### src/rtl/encoder_scan_pkg.sv
// Shared types and helpers for the encoder_scan request serializer.
// Holds the state encoding and the lowest-set-bit search.
package encoder_scan_pkg;

    typedef enum logic {
        ST_IDLE = 1'b0,
        ST_EMIT = 1'b1
    } state_e;

    localparam int MAX_N = 16;

    // Descending scan so the last hit is the lowest set index.
    function automatic int lsb_idx(input logic [MAX_N-1:0] v);
        int r;
        r = 0;
        for (int i = MAX_N - 1; i >= 0; i--) begin
            if (v[i]) r = i;
        end
        return r;
    endfunction

endpackage

### src/rtl/encoder_scan_lsb_index.sv
// Combinational priority encoder: lowest set index wins.
// Also flags whether any bit is set.
module encoder_scan_lsb_index
    import encoder_scan_pkg::*;
#(
    parameter  int N  = 4,
    localparam int YW = $clog2(N)
) (
    input  logic [N-1:0]  vec,
    output logic [YW-1:0] idx,
    output logic          any
);

    logic [MAX_N-1:0] ext;

    always_comb begin
        ext        = '0;
        ext[N-1:0] = vec;
    end

    assign idx = YW'(lsb_idx(ext));
    assign any = |vec;

endmodule

### src/rtl/encoder_scan.sv
// Serializes a captured request vector into ascending bit-index codes
// over a valid/ready handshake, then pulses done with the code count.
module encoder_scan
    import encoder_scan_pkg::*;
#(
    parameter  int N  = 4,
    localparam int YW = $clog2(N)
) (
    input  logic          clk,
    input  logic          rst,
    input  logic          en,
    input  logic          load,
    input  logic [N-1:0]  req,
    input  logic          out_ready,
    output logic [YW-1:0] y,
    output logic          valid,
    output logic          busy,
    output logic          done,
    output logic [YW:0]   cnt
);

    localparam logic [N-1:0] VEC_ONE = {{(N-1){1'b0}}, 1'b1};
    localparam logic [YW:0]  CNT_ONE = {{YW{1'b0}}, 1'b1};

    state_e        state_q, state_d;
    logic [N-1:0]  pending_q, pending_d;
    logic [YW-1:0] y_q, y_d;
    logic          valid_q, valid_d;
    logic          done_q, done_d;
    logic [YW:0]   cnt_q, cnt_d;

    logic [N-1:0]  src;
    logic [N-1:0]  src_rest;
    logic [YW-1:0] src_idx;
    logic          src_any;

    // One encoder serves both the load path and the drain path.
    assign src      = (state_q == ST_IDLE) ? req : pending_q;
    assign src_rest = src & (src - VEC_ONE);

    encoder_scan_lsb_index #(.N(N)) u_lsb (
        .vec (src),
        .idx (src_idx),
        .any (src_any)
    );

    always_comb begin
        state_d   = state_q;
        pending_d = pending_q;
        y_d       = y_q;
        valid_d   = valid_q;
        cnt_d     = cnt_q;
        done_d    = 1'b0;
        if (en) begin
            unique case (state_q)
                ST_IDLE: begin
                    if (load) begin
                        cnt_d     = '0;
                        pending_d = '0;
                        if (src_any) begin
                            state_d   = ST_EMIT;
                            valid_d   = 1'b1;
                            y_d       = src_idx;
                            pending_d = src_rest;
                        end else begin
                            done_d = 1'b1;
                        end
                    end
                end
                ST_EMIT: begin
                    if (valid_q && out_ready) begin
                        cnt_d = cnt_q + CNT_ONE;
                        if (src_any) begin
                            y_d       = src_idx;
                            pending_d = src_rest;
                        end else begin
                            valid_d = 1'b0;
                            done_d  = 1'b1;
                            state_d = ST_IDLE;
                        end
                    end
                end
            endcase
        end
    end

    always_ff @(posedge clk) begin
        if (rst) begin
            state_q   <= ST_IDLE;
            pending_q <= '0;
            y_q       <= '0;
            valid_q   <= 1'b0;
            done_q    <= 1'b0;
            cnt_q     <= '0;
        end else begin
            state_q   <= state_d;
            pending_q <= pending_d;
            y_q       <= y_d;
            valid_q   <= valid_d;
            done_q    <= done_d;
            cnt_q     <= cnt_d;
        end
    end

    assign y     = y_q;
    assign valid = valid_q;
    assign busy  = (state_q == ST_EMIT);
    assign done  = done_q;
    assign cnt   = cnt_q;

endmodule

### config.mk
export PLATFORM = sky130hd
export DESIGN_NAME = encoder_scan
export DESIGN_NICKNAME = d
export VERILOG_FILES = /design/src/rtl/encoder_scan_pkg.sv /design/src/rtl/encoder_scan_lsb_index.sv /design/src/rtl/encoder_scan.sv
export SDC_FILE = /design/constraint.sdc
export NUM_CORES = 1
export LEC_CHECK = 0
export ABC_AREA = 1
export BUFFER_PORTS_ARGS = -buffer_cell sky130_fd_sc_hd__buf_2
export CAP_MARGIN = 10
export CORE_MARGIN = 5
export CORE_UTILIZATION = 50
export DETAILED_ROUTE_END_ITERATION = 10
export PLACE_DENSITY = 0.76
export SYNTH_ARGS = -nofsm -noshare
export SYNTH_HDL_FRONTEND = slang
export SYNTH_HIERARCHICAL = 1
export SYNTH_SLANG_ARGS = --single-unit
export TNS_END_PERCENT = 10
### constraint.sdc
create_clock -name clk -period 2.3 [get_ports clk]
set_clock_uncertainty 0.05 [all_clocks]
set_input_delay 0.115 -clock clk [delete_from_list [all_inputs] [get_ports clk]]
set_output_delay 0.115 -clock clk [all_outputs]
set_load 0.03 [all_outputs]
======== Yosys cells after proc, flatten, opt, wreduce, memory -nomap -nowiden ========
Cells that the tools add are included.
word-level totals
  bits of input ports ..................... 9
  word-level logic and storage cells ...... 52
  output and inout bits ................... 8
  register bits after elaboration ......... 12
cells by class
  bitwise operators ....................... 3
  $add $sub $neg .......................... 2
  equality and inequality tests ........... 5
  multiplexer cells ....................... 30
  reduce and logical (&&, ||, !) cells .... 6
operators by type and width
  operator             number
  $mux 4               5
  $mux 2               7
  $mux 1               10
  $pmux 4 s2           1
  $mux 3               2
  $ne 2x2->1 const B   3
  $pmux 1 s2           3
  $pmux 3 s2           1
  $reduce_and 5->1     1
  $and 4x4->4          1
  $ne 2x1->1 const B   2
  $pmux 2 s2           1
  $reduce_and 4->1     1
  $reduce_or 4->1      1
  $sub 4x1->4 const B  1
  $add 3x1->3 const B  1
  $reduce_and 3->1     1
  $not 1->1            2
  $reduce_or 2->1      1
  $logic_and 1x1->1    1

======== Logic depth before layout (Yosys ltp) ========
  depth after elaboration ................. 8
  mapped depth ............................ 15
  mapped depth without buffers ............ 14

======== Modules after synthesis ========
The synthesis kept the hierarchy.
by module, submodules not included
  module                  sequential area each (µm²)  times used  cells an instance  area an instance (µm²)
  encoder_scan            220.2                       1           93                 630.6
  encoder_scan_lsb_index  0.0                         1           9                  46.3

======== Least setup slack after synthesis ========
Ideal clock, no wire load.
  path kind ............................... reg2reg
  from .................................... register state_q (netlist: busy)
  to ...................................... register valid_q (netlist: valid)
  path buffers ............................ 1
  period minus slack after synthesis ...... 2076 ps
  path slack .............................. 224 ps
  arrival time ............................ 1898 ps
  cell stages (with the launch flop) ...... 12
  data required time ...................... 2122 ps
  cell sequence ........................... dfxtp_1 > buf_6 > inv_4 > nand2_1 > inv_1 > inv_1 > nand4_1 > inv_1 > ha_1 > nand3b_1 > o21ai_0 > nor2_1
between the ends
  cells in the longest elaborated chain, start to end .. 4
  elaborated cells between the ends (all ways) .. 9
  those cells by class .................... eq/ne: 4; mux: 2; bitwise: 1; reduce/logical: 2
RTL lines
  what                          line                          source
  start: declaration            encoder_scan.sv:25            state_e state_q, state_d;
  start signal: assignment      encoder_scan.sv:96            state_q <= state_d;
  $mux 4 *                      encoder_scan.sv:38            assign src = (state_q == ST_IDLE) ? req : pending_q;
  named net src[0]              encoder_scan.sv:32            logic [N-1:0] src;
  $reduce_or 4->1 *             encoder_scan_lsb_index.sv:22  assign any = |vec;
  named net src_any             encoder_scan.sv:35            logic src_any;
  $ne 2x2->1 (no line)          -
  $reduce_and 5->1 (no line) *  -
  end signal: assignment        encoder_scan.sv:99            valid_q <= valid_d;
  end: declaration              encoder_scan.sv:28            logic valid_q, valid_d;
Mark *: on every way through the listed nets, which the timed path passes. The rest lies on a longest branch.
A chain may end at the register's enable or synchronous reset.

======== Worst setup path in the final report ========
Ends and elaborated chain as after synthesis.

==> out/results.ini <==
[global_route]
grt_pass1_wl_um = 2150
grt_antenna_before_repair = 0
grt_remaining_overflow = 0
track_usage_pct = 13.7
grt_pass1_vias = 522
grt_max_degree = 11

[synthesis]
postSynthAreaPerCell_sq_um = 6.64
synth_top_area_share_pct = 32.5
synth_nets = 113
netlist_area_sq_um = 677
async_flop_share_pct = 0
yosysMostFrequentCell = nand2_1
seq_area_frac_synth_pct = 32.5
ys_warn_count = 6
synth_top_area_cell = dfxtp_1
synth_seq_cells = 11
yosys-top-cells-area = dfxtp_1 (33%), nand2_1 (12%), inv_1 (9.4%)
synth_cells = 102
synth_top_flop_cell = dfxtp_1
netlist-cell-type-count = 22
synth-edff-count = 0
ys_top_cells_by_count = nand2_1 (22), inv_1 (17), dfxtp_1 (11)

[clock_tree]
cts_made_buffers = 3
cts_sinks = 11
clk_latency_ps = 270
cts.clk_slew.worst_paths_ps = 70
postCtsResizedCells = 0
cts_hold_buf = 0
clockRootBuffer = clkbuf_4
cts_tree = done
h-tree-depth = 1
clock_path_buffers = 2
post-cts-setup-buffers = 0

[sta]
period_share_pct = 82.2
timing.setup.tns_ps = 0
grt_setup_unrepaired = false
hold_violations = 0
drv_slew = 0
maxSlewHeadroom_pct = 80.3
tightest_slew_ps = 295
fmax_ghz = 0.529
setup_viol = 0
finalCriticalPeriod_ps = 1890
fin_ws_ps = 410

[worst_setup_path]
cp_slowest_cell = dfxtp_1
crit_top_cell = inv_1
crit_required_ps = 2410
critical-path-max-stage-delay_ps = 490
rr_worst_depth = 10
setup.worst_path.end_class = register
crit_type = register to register
r2r_setup_slack_ps = 410
cp_max_fo = 7
start_kind = register
cp_cell_sequence = inv_4 -> nand2_1 -> inv_1 -> inv_1 -> nand4_1 -> inv_1 -> ha_1 -> nand3b_1 -> o21ai_0 -> nor2_1
r2r_start = busy$_SDFFE_PP0P_
arrival_ps = 2000
worstReg2RegEnd = valid$_SDFFE_PP0P_

[route]
drc = 0
firstDrtPassIters = 4
post_drt_via_cell_ratio = 4.69
routed.top_layer = met4
vias = 643
met2_length_um = 580
wirelength_met1_um = 668
drt_iter0_drc = 10
routed_wl_um = 1350
wl_per_cell_um = 9.87
wl_met3_um = 82
ant_nets = 0

[finish]
num_antenna_cells = 0
area_delta_synth_final_pct = 18.5
design_area_sq_um = 802
fin_nets = 134
drive_gt1_share_pct = 30.3

[hold_path]
hold_end = y[1]$_SDFFE_PP0P_
min_from = rst
whs_path_depth = 2
min_path_type = input port to register

[die]
start_util_pct = 52.7
die_height_um = 46.8
die-area_sq_um = 2190
core_sq_um = 1280
fp.dieW_um = 46.8
io_pins = 17
rows = 13

[placed_design]
portBuffers = 16
routabilityCongestion = 0.857
place_area_sq_um = 776
hpwlAfterDp_um = 1080
dp_slack_ps = 436

[power]
power_leakage_nw = 0.442
pwr_density_cell_nw_per_um2 = 565
irDropWorstVdd_v = 0.000330

[job]
drv_cap = 0

[run_status]
status = completed

cell families (layout without fill, tap and decap cells):
group	count (synthesis)	after routing	share of synthesized area, %
AOI/OAI and AO/OA	15	15	12.8
xor gates and xnor gates	1	1	1.29
adders and majority gates	2	2	3.70
buffers and inverters	25	45	15.3
DFF	11	11	32.5
and+or+nand+nor	48	48	34.4
registers in the layout, indices dropped and copies added, names as in the netlist:
name	count
busy	1
done	1
y	2
cnt	3
pending_q	3
valid	1
through the flow:
| step | std cells | power [mW] | hold WS, ps | util (%) |
|---|---|---|---|---|
| 2_1_floorplan | 102 | 0.301 | 241 | - |
| 3_3_place_gp | 133 | 0.327 | 368 | 60.4 |
| 3_5_place_dp | 133 | 0.329 | 377 | 60.4 |
| 4_1_cts | 137 | 0.459 | 96.5 | 62.4 |
| 5_1_grt | 137 | 0.488 | 97.2 | 62.4 |
| 6_report | 137 | 0.453 | 98.4 | 62.4 |
layout make-up:
type | instances | area [sq um]
Sequential cell | 11 | 220
Multi-Input combinational cell | 66 | 353
Tap cell | 15 | 18.8
Clock buffer | 4 | 26.3
Fill cell | 125 | 483
Timing Repair Buffer | 18 | 95.1
Inverter | 23 | 88.8
cell usage in the layout, fill, tap and decap left out, drive strengths merged:
| cell | instances |
|---|---|
| clkbuf | 4 |
| nand3 | 7 |
| xor2 | 1 |
| inv | 23 |
| nand3b | 1 |
| nand2 | 26 |
| o21ai | 5 |
| a21oi | 10 |
| nor2 | 11 |
| nor3 | 2 |
| nand4 | 1 |
| buf | 18 |
| ha | 2 |
| dfxtp | 11 |
routing by layer:
layer / GRT usage (%) / vias to the layer above
met1: 18.8 / 268
met2: 19.2 / 16
met5: 0 / -
met4: 4.42 / 0
li1: - / 355
met3: 6.13 / 4
worst max-delay path, delay by kind of cell (launching register included):
kind	cells	cell delay, ps
buffers and inverters	4	370
AO/OA/AOI/OAI	1	160
flip-flops	1	490
adder cells (fa/ha/maj)	1	230
AND/OR/NAND/NOR	4	480
power breakdown:
part | switching [mW] | internal [mW] | total (mW)
Clock | 0.0606 | 0.0670 | 0.128
Sequential | 0.00745 | 0.200 | 0.208
Combinational | 0.0770 | 0.0408 | 0.118
how the worst max path moves through the flow:
stage | from | endpoint | slack, ps | depth (start not counted)
2_1_floorplan | busy$_SDFFE_PP0P_ | valid$_SDFFE_PP0P_ | 220 | 11
3_3_place_gp | busy$_SDFFE_PP0P_ | valid$_SDFFE_PP0P_ | 490 | 10
3_5_place_dp | busy$_SDFFE_PP0P_ | valid$_SDFFE_PP0P_ | 440 | 10
4_1_cts | busy$_SDFFE_PP0P_ | valid$_SDFFE_PP0P_ | 420 | 10
5_1_grt | busy$_SDFFE_PP0P_ | valid$_SDFFE_PP0P_ | 240 | 10
6_report | busy$_SDFFE_PP0P_ | valid$_SDFFE_PP0P_ | 410 | 10
Note: power is estimated with default switching activity, not from simulation.
